$ cat src/rtl/video_compositor_pkg.sv
// Shared types and per-channel blend arithmetic for the video compositor.
package video_compositor_pkg;

    localparam int PIX_W = 24;

    typedef enum logic [1:0] {
        BG_CAMERA  = 2'd0,
        BG_CHANNEL = 2'd1,
        BG_MASK    = 2'd2,
        BG_MASK_Y  = 2'd3
    } bg_sel_t;

    typedef enum logic [1:0] {
        BLEND_KEYED  = 2'd0,
        BLEND_OPAQUE = 2'd1,
        BLEND_AVG    = 2'd2,
        BLEND_ADD    = 2'd3
    } blend_mode_t;

    function automatic logic [7:0] sat_add8(input logic [7:0] a, input logic [7:0] b);
        logic [8:0] sum;
        sum = {1'b0, a} + {1'b0, b};
        return sum[8] ? 8'hFF : sum[7:0];
    endfunction

    function automatic logic [7:0] avg8(input logic [7:0] a, input logic [7:0] b);
        logic [8:0] sum;
        sum = {1'b0, a} + {1'b0, b};
        return sum[8:1];
    endfunction

    // Channels are blended independently; nothing carries between them.
    function automatic logic [PIX_W-1:0] blend_pixel(input logic [PIX_W-1:0] base,
                                                     input logic [PIX_W-1:0] layer,
                                                     input blend_mode_t      mode);
        logic [PIX_W-1:0] result;
        result = base;
        case (mode)
            BLEND_KEYED:  result = (layer != '0) ? layer : base;
            BLEND_OPAQUE: result = layer;
            BLEND_AVG: begin
                for (int c = 0; c < 3; c++) begin
                    result[8*c +: 8] = avg8(base[8*c +: 8], layer[8*c +: 8]);
                end
            end
            BLEND_ADD: begin
                for (int c = 0; c < 3; c++) begin
                    result[8*c +: 8] = sat_add8(base[8*c +: 8], layer[8*c +: 8]);
                end
            end
            default: result = base;
        endcase
        return result;
    endfunction

endpackage

$ cat src/rtl/video_compositor_blend_stage.sv
// One registered overlay stage: blends layer LAYER_IDX over the incoming pixel and
// forwards coordinates, valid and the per-pixel config to the next stage.
module video_compositor_blend_stage
    import video_compositor_pkg::*;
#(
    parameter int NUM_LAYERS = 2,
    parameter int LAYER_IDX  = 0,
    parameter int HWIDTH     = 11,
    parameter int VWIDTH     = 10
) (
    input  logic                        clk_in,
    input  logic                        rst_in,
    input  logic [PIX_W-1:0]            pixel_in,
    input  logic [PIX_W*NUM_LAYERS-1:0] layers_in,
    input  logic [NUM_LAYERS-1:0]       en_in,
    input  logic [2*NUM_LAYERS-1:0]     mode_in,
    input  logic [HWIDTH-1:0]           hcount_in,
    input  logic [VWIDTH-1:0]           vcount_in,
    input  logic                        valid_in,
    output logic [PIX_W-1:0]            pixel_out,
    output logic [PIX_W*NUM_LAYERS-1:0] layers_out,
    output logic [NUM_LAYERS-1:0]       en_out,
    output logic [2*NUM_LAYERS-1:0]     mode_out,
    output logic [HWIDTH-1:0]           hcount_out,
    output logic [VWIDTH-1:0]           vcount_out,
    output logic                        valid_out
);

    logic [PIX_W-1:0]            pixel_d, pixel_q;
    logic [PIX_W*NUM_LAYERS-1:0] layers_d, layers_q;
    logic [NUM_LAYERS-1:0]       en_d, en_q;
    logic [2*NUM_LAYERS-1:0]     mode_d, mode_q;
    logic [HWIDTH-1:0]           hcount_d, hcount_q;
    logic [VWIDTH-1:0]           vcount_d, vcount_q;
    logic                        valid_d, valid_q;

    always_comb begin
        pixel_d = pixel_in;
        if (en_in[LAYER_IDX]) begin
            pixel_d = blend_pixel(pixel_in, layers_in[PIX_W*LAYER_IDX +: PIX_W],
                                  blend_mode_t'(mode_in[2*LAYER_IDX +: 2]));
        end
        layers_d = layers_in;
        en_d     = en_in;
        mode_d   = mode_in;
        hcount_d = hcount_in;
        vcount_d = vcount_in;
        valid_d  = valid_in;
    end

    always_ff @(posedge clk_in) begin
        if (rst_in) begin
            pixel_q  <= '0;
            layers_q <= '0;
            en_q     <= '0;
            mode_q   <= '0;
            hcount_q <= '0;
            vcount_q <= '0;
            valid_q  <= 1'b0;
        end else begin
            pixel_q  <= pixel_d;
            layers_q <= layers_d;
            en_q     <= en_d;
            mode_q   <= mode_d;
            hcount_q <= hcount_d;
            vcount_q <= vcount_d;
            valid_q  <= valid_d;
        end
    end

    assign pixel_out  = pixel_q;
    assign layers_out = layers_q;
    assign en_out     = en_q;
    assign mode_out   = mode_q;
    assign hcount_out = hcount_q;
    assign vcount_out = vcount_q;
    assign valid_out  = valid_q;

endmodule

$ cat src/rtl/video_compositor.sv
// Pipelined video compositor: background select followed by NUM_LAYERS blend stages.
// Config is shadowed at each frame start and travels alongside its pixel.
module video_compositor
    import video_compositor_pkg::*;
#(
    parameter int          NUM_LAYERS   = 2,
    parameter int          HWIDTH       = 11,
    parameter int          VWIDTH       = 10,
    parameter logic [23:0] THRESH_COLOR = 24'hFF77AA
) (
    input  logic                        clk_in,
    input  logic                        rst_in,
    input  logic [1:0]                  bg_sel_in,
    input  logic [23:0]                 camera_pixel_in,
    input  logic [7:0]                  camera_y_in,
    input  logic [7:0]                  channel_in,
    input  logic                        thresholded_pixel_in,
    input  logic [24*NUM_LAYERS-1:0]    layer_pixel_in,
    input  logic [NUM_LAYERS-1:0]       layer_en_in,
    input  logic [2*NUM_LAYERS-1:0]     layer_mode_in,
    input  logic [HWIDTH-1:0]           hcount_in,
    input  logic [VWIDTH-1:0]           vcount_in,
    input  logic                        valid_in,
    output logic [23:0]                 pixel_out,
    output logic [HWIDTH-1:0]           hcount_out,
    output logic [VWIDTH-1:0]           vcount_out,
    output logic                        valid_out
);

    logic                        frame_start;
    bg_sel_t                     shadow_bg_sel_d, shadow_bg_sel_q;
    logic [NUM_LAYERS-1:0]       shadow_en_d, shadow_en_q;
    logic [2*NUM_LAYERS-1:0]     shadow_mode_d, shadow_mode_q;
    logic [PIX_W-1:0]            bg_d, bg_q;
    logic [PIX_W*NUM_LAYERS-1:0] layers_d, layers_q;
    logic [NUM_LAYERS-1:0]       en_d, en_q;
    logic [2*NUM_LAYERS-1:0]     mode_d, mode_q;
    logic [HWIDTH-1:0]           hcount_d, hcount_q;
    logic [VWIDTH-1:0]           vcount_d, vcount_q;
    logic                        valid_d, valid_q;

    // The shadow's next value doubles as the effective config, so the frame-start
    // pixel already sees the freshly captured settings.
    always_comb begin
        frame_start     = valid_in && (hcount_in == '0) && (vcount_in == '0);
        shadow_bg_sel_d = shadow_bg_sel_q;
        shadow_en_d     = shadow_en_q;
        shadow_mode_d   = shadow_mode_q;
        if (frame_start) begin
            shadow_bg_sel_d = bg_sel_t'(bg_sel_in);
            shadow_en_d     = layer_en_in;
            shadow_mode_d   = layer_mode_in;
        end

        bg_d = camera_pixel_in;
        case (shadow_bg_sel_d)
            BG_CAMERA:  bg_d = camera_pixel_in;
            BG_CHANNEL: bg_d = {3{channel_in}};
            BG_MASK:    bg_d = thresholded_pixel_in ? 24'hFFFFFF : 24'h000000;
            BG_MASK_Y:  bg_d = thresholded_pixel_in ? THRESH_COLOR : {3{camera_y_in}};
            default:    bg_d = camera_pixel_in;
        endcase

        layers_d = layer_pixel_in;
        en_d     = shadow_en_d;
        mode_d   = shadow_mode_d;
        hcount_d = hcount_in;
        vcount_d = vcount_in;
        valid_d  = valid_in;
    end

    always_ff @(posedge clk_in) begin
        if (rst_in) begin
            shadow_bg_sel_q <= BG_CAMERA;
            shadow_en_q     <= '0;
            shadow_mode_q   <= '0;
            bg_q            <= '0;
            layers_q        <= '0;
            en_q            <= '0;
            mode_q          <= '0;
            hcount_q        <= '0;
            vcount_q        <= '0;
            valid_q         <= 1'b0;
        end else begin
            shadow_bg_sel_q <= shadow_bg_sel_d;
            shadow_en_q     <= shadow_en_d;
            shadow_mode_q   <= shadow_mode_d;
            bg_q            <= bg_d;
            layers_q        <= layers_d;
            en_q            <= en_d;
            mode_q          <= mode_d;
            hcount_q        <= hcount_d;
            vcount_q        <= vcount_d;
            valid_q         <= valid_d;
        end
    end

    logic [PIX_W-1:0]            pix_chain    [NUM_LAYERS+1];
    logic [PIX_W*NUM_LAYERS-1:0] layers_chain [NUM_LAYERS+1];
    logic [NUM_LAYERS-1:0]       en_chain     [NUM_LAYERS+1];
    logic [2*NUM_LAYERS-1:0]     mode_chain   [NUM_LAYERS+1];
    logic [HWIDTH-1:0]           hcount_chain [NUM_LAYERS+1];
    logic [VWIDTH-1:0]           vcount_chain [NUM_LAYERS+1];
    logic                        valid_chain  [NUM_LAYERS+1];

    assign pix_chain[0]    = bg_q;
    assign layers_chain[0] = layers_q;
    assign en_chain[0]     = en_q;
    assign mode_chain[0]   = mode_q;
    assign hcount_chain[0] = hcount_q;
    assign vcount_chain[0] = vcount_q;
    assign valid_chain[0]  = valid_q;

    for (genvar k = 0; k < NUM_LAYERS; k++) begin : g_layer
        video_compositor_blend_stage #(
            .NUM_LAYERS (NUM_LAYERS),
            .LAYER_IDX  (k),
            .HWIDTH     (HWIDTH),
            .VWIDTH     (VWIDTH)
        ) u_stage (
            .clk_in     (clk_in),
            .rst_in     (rst_in),
            .pixel_in   (pix_chain[k]),
            .layers_in  (layers_chain[k]),
            .en_in      (en_chain[k]),
            .mode_in    (mode_chain[k]),
            .hcount_in  (hcount_chain[k]),
            .vcount_in  (vcount_chain[k]),
            .valid_in   (valid_chain[k]),
            .pixel_out  (pix_chain[k+1]),
            .layers_out (layers_chain[k+1]),
            .en_out     (en_chain[k+1]),
            .mode_out   (mode_chain[k+1]),
            .hcount_out (hcount_chain[k+1]),
            .vcount_out (vcount_chain[k+1]),
            .valid_out  (valid_chain[k+1])
        );
    end

    assign pixel_out  = valid_chain[NUM_LAYERS] ? pix_chain[NUM_LAYERS] : 24'h000000;
    assign hcount_out = hcount_chain[NUM_LAYERS];
    assign vcount_out = vcount_chain[NUM_LAYERS];
    assign valid_out  = valid_chain[NUM_LAYERS];

endmodule

$ cat config.mk
export PLATFORM = sky130hd
export DESIGN_NAME = video_compositor
export DESIGN_NICKNAME = d
export VERILOG_FILES = /design/src/rtl/video_compositor_pkg.sv /design/src/rtl/video_compositor_blend_stage.sv /design/src/rtl/video_compositor.sv
export SDC_FILE = /design/constraint.sdc
export NUM_CORES = 1
export LEC_CHECK = 0
export BUFFER_PORTS_ARGS = -buffer_cell sky130_fd_sc_hd__buf_2
export CORE_ASPECT_RATIO = 1.5
export CORE_MARGIN = 3
export CORE_UTILIZATION = 57
export CTS_CLUSTER_DIAMETER = 200
export DETAILED_ROUTE_END_ITERATION = 7
export GPL_TIMING_DRIVEN = 1
export PLACE_DENSITY = 0.87
export SLEW_MARGIN = 20
export SYNTH_ARGS = -nofsm -noshare
export SYNTH_HDL_FRONTEND = slang
export SYNTH_SLANG_ARGS = --single-unit
$ cat constraint.sdc
create_clock -name clk_in -period 3.1 [get_ports clk_in]
set_input_delay 0.155 -clock clk_in [delete_from_list [all_inputs] [get_ports clk_in]]
set_output_delay 0.155 -clock clk_in [all_outputs]
set_load 0.1 [all_outputs]
==> run_results.csv <==
group,metric,value,unit
global_route,grt_first_pass_wirelength,56.7,mm
sta,finalCritPeriodShare,0.974,
setup_path,path_delay_family,"buffers and inverters",
logic_synthesis,synth_top_family_by_area,"simple AND/OR/NAND/NOR gates",
logic_synthesis,synth_fa_ha_area_frac,0.0696,
final_layout,finalNetCount,1591,
floorplanning,coreArea,17600,um^2
setup_path,end_kind,"flop",
logic_synthesis,ys_seq_elements,221,
logic_synthesis,syn-num-nets,1318,
clock_tree,clk_transition_reported_paths,60,ps
setup_path,path_buf_inv,3,
logic_synthesis,synth_common_cells,"dfxtp_1 (221), nor2b_1 (150), nand2_1 (82)",
sta,fmax,331,MHz
clock_tree,cts-buffers-inserted,21,
sta,hold_slack,54.2,ps
logic_synthesis,yosysMostFrequentCell,"dfxtp_1",
setup_path,r2r_cells,8,
logic_synthesis,async_flop_share,0,
floorplanning,die_h,171,um
clock_tree,clock_latency,520,ps
floorplanning,die_w,116,um
clock_tree,h-tree-depth,1,
drt,wl,37.3,mm
global_route,first_global_vias,10800,
global_route,grt_overflow_total,0,
clock_tree,ctsLongestPathBuffers,3,
final_layout,final.fill_count,1109,
power_and_ir_drop,power.density,499,nW/um^2
min_path,hold-path-cell-count,3,
sta,finalSetupViolCount,0,
sta,final_max_slew_viol_count,0,
power_and_ir_drop,p_leak,5.71,nW
logic_synthesis,yosys.area_share.simple,0.229,
setup_path,crit_chain,"dlygate4sd3_1 > buf_2 > nor4_4 > and4_1 > nand4_1 > a21oi_1 > nand2_1 > a31oi_1 > dlygate4sd3_1",
clock_tree,clock-root-buffer,"clkbuf_16",
global_route,grt_max_degree,191,
place,io_buffer_count,166,
final_layout,syn_to_final_growth,28.9,%
setup_path,crit_top_cell,"dlygate4sd3_1",
power_and_ir_drop,max-vdd-ir-drop,0.000605,V
final_layout,drive_gt1_frac,0.171,
logic_synthesis,synthXorXnorAreaFrac,0.0254,
sta,fin_setup_tns,0,ps
global_route,grt_use_met1,0.374,
logic_synthesis,ys_seq_area_frac,0.428,
setup_path,slowest_delay,610,ps
clock_tree,tritoncts,"built",
setup_path,cp_data_required_time,3550,ps
floorplanning,die_area,19800,um^2
sta,hold_viol,0,
logic_synthesis,synth_mux_area_frac,0.00411,
setup_path,setup.reg_to_reg.worst_slack,180,ps
sta,slew_headroom,0.374,
logic_synthesis,ys_types,72,
drt,vias_per_cell,6.44,
global_route,track_usage,0.369,
sta,fin_crit,3020,ps
sta,worstMarginPinSlew,930,ps
logic_synthesis,synthDominantCellAreaShare,0.428,
logic_synthesis,syn_area,10300,um^2
status,status,"completed",
setup_path,worstPathMaxFanout,6,
drt,drtIter0Drc,1269,
drt,vias,10600,
floorplanning,fp-row-count,59,
floorplanning,pin_count,167,
global_route,antenna_found_initial,2,
logic_synthesis,yosys_warnings,0,
setup_path,r2r_start,"bg_q[16]",
min_path,hp-class,"input pin to flop",
sta,clock_skew,9.99,ps
min_path,min_from,"channel_in[6]",
clock_tree,cts_sinks,221,
setup_path,cp_slowest_cell,"dlygate4sd3_1",
logic_synthesis,synth-edff-count,0,
global_route,gr-max-usage-layer,"met2",
setup_path,r2r_end,"g_layer[0].u_stage.pixel_out[17]",
global_route,use_met3,0.0669,
drt,ant_nets,0,
drt,post_drt_wl_per_cell,22.6,um
place,hpwl,21.9,mm
sta,grt_setup_unrepaired,"no",
logic_synthesis,synth_top_area_cell,"dfxtp_1",
setup_path,worstPathArrival,3470,ps
min_path,min_to,"bg_q[6]",
logic_synthesis,syn_area_per_cell,9.05,um^2
drt,remaining_drc_errors,0,
logic_synthesis,syn_inst,1143,
place,place_congestion,0.976,
setup_path,startpoint_type,"input pin",
drt,dr.pass1.iters,7,
logic_synthesis,synth_ff_type,"dfxtp_1",
logic_synthesis,synthTopCellsByArea,"dfxtp_1 (43%), nor2b_1 (9.1%), ha_1 (5.8%), a21oi_1 (3.1%), o21ai_0 (3.0%)",
global_route,grt_use_met2,0.650,
setup_path,criticalPathCategory,"input pin to flop",
job,max_cap_violations,0,
logic_synthesis,synth_compound_area_frac,0.217,
floorplanning,initial_core_util,0.589,
## how the worst max path moves through the flow
| stage | startpoint | end | slack [ps] | cells past startpoint |
|---|---|---|---|---|
| global route | vcount_in[0] | bg_q[19] | 30 | 9 |
| detailed placement | bg_q[16] | g_layer[0].u_stage.pixel_out[17] | 370 | 8 |
| CTS | vcount_in[0] | bg_q[9] | 250 | 9 |
| floorplan | bg_q[0] | g_layer[0].u_stage.pixel_out[6] | 730 | 8 |
| finish | vcount_in[0] | bg_q[11] | 80 | 9 |
| global placement | layers_q[16] | g_layer[0].u_stage.pixel_out[17] | 520 | 8 |
## sequential cells by signal, indices dropped and copies added, names as in the netlist
name	flops
mode_q	4
g_layer.u_stage.layers_out	24
en_q	2
hcount_q	11
valid_q	1
g_layer.u_stage.valid_out	2
layers_q	48
vcount_q	10
g_layer.u_stage.mode_out	2
g_layer.u_stage.hcount_out	22
shadow_bg_sel_q	2
g_layer.u_stage.pixel_out	48
g_layer.u_stage.vcount_out	20
g_layer.u_stage.en_out	1
bg_q	24
## cell type report
class | instances | area, um^2 | share of cell area
clock buffer | 24 | 557 | 0.0417
tap | 213 | 267 | 0.0200
antenna | 3 | 7.51 | 0.000563
sequential | 221 | 4420 | 0.332
timing repair buffer | 302 | 2170 | 0.162
inverter | 21 | 78.8 | 0.00591
multi-input combinational | 849 | 5660 | 0.424
clock inverter | 14 | 181 | 0.0136
## cells by family after synthesis
| family | after synthesis |
|---|---|
| muxes | 4 |
| DFF | 221 |
| xor gates and xnor gates | 30 |
| and+or+nand+nor | 433 |
| AOI/OAI and AO/OA | 328 |
| buffers and inverters | 73 |
| adders and majority gates | 54 |
## stage by stage
stage | cells | utilization | setup WS [ps] | instance area, um^2 | power, mW
after global routing | 1646 | 0.759 | 28.4 | 13300 | 6.82
after detailed placement | 1487 | 0.648 | 365 | 11400 | 3.74
final | 1647 | 0.759 | 81.4 | 13300 | 6.66
after floorplan | 1143 | - | 729 | 10300 | 3.51
after CTS | 1643 | 0.757 | 248 | 13300 | 6.54
after global placement | 1487 | 0.648 | 520 | 11400 | 3.72
## worst reg2reg max path: cells and delay by family, from the launching register on
| family | cells | cell delay [ps] |
|---|---|---|
| and+or+nand+nor | 2 | 540 |
| adders and majority gates | 2 | 660 |
| AOI/OAI and AO/OA | 4 | 1210 |
| DFF | 1 | 320 |
## what timing repair did
item / CTS / global route
endpoints found under the hold margin: 101 / 0
endpoints found under the setup margin: 0 / 13
buffers inserted: 0 / 1
gates resized for setup: 0 / 3
hold buffers: 118 / 0
## placed cells by master, fill, tap and decap left out, types with 7 or more instances in the layout
master         instances
o21a_1                12
a211o_1                7
nor2_1                75
nand3_1               20
nand2b_1               7
nor3_1                17
a31oi_1               14
buf_4                 17
nor2b_1              150
clkbuf_16             21
a311oi_1              10
o21bai_1               9
xor2_1                15
a211oi_1              22
o22ai_1                7
dlygate4sd3_1        118
dfxtp_1              221
and2_1                32
nor4_1                15
buf_2                165
ha_1                  48
o211ai_1              12
a21o_1                26
a22oi_1               10
nand2_1               82
a21oi_1               64
o21ai_0               62
inv_1                 19
a221oi_1               7
o31ai_1               11
xnor2_1               15
## layer usage
layer  part of all wire  vias to the layer above
li1                   -                     4653
met1               0.32                     4831
met2               0.50                      827
met3              0.087                      293
met4              0.097                        0
met5                  0                        -
## report_power, final
| part | internal (mW) | switching, mW |
|---|---|---|
| clock network | 1.58 | 1.22 |
| logic | 0.360 | 0.453 |
| registers | 2.96 | 0.0978 |
Power figures use the tool's default switching activity.
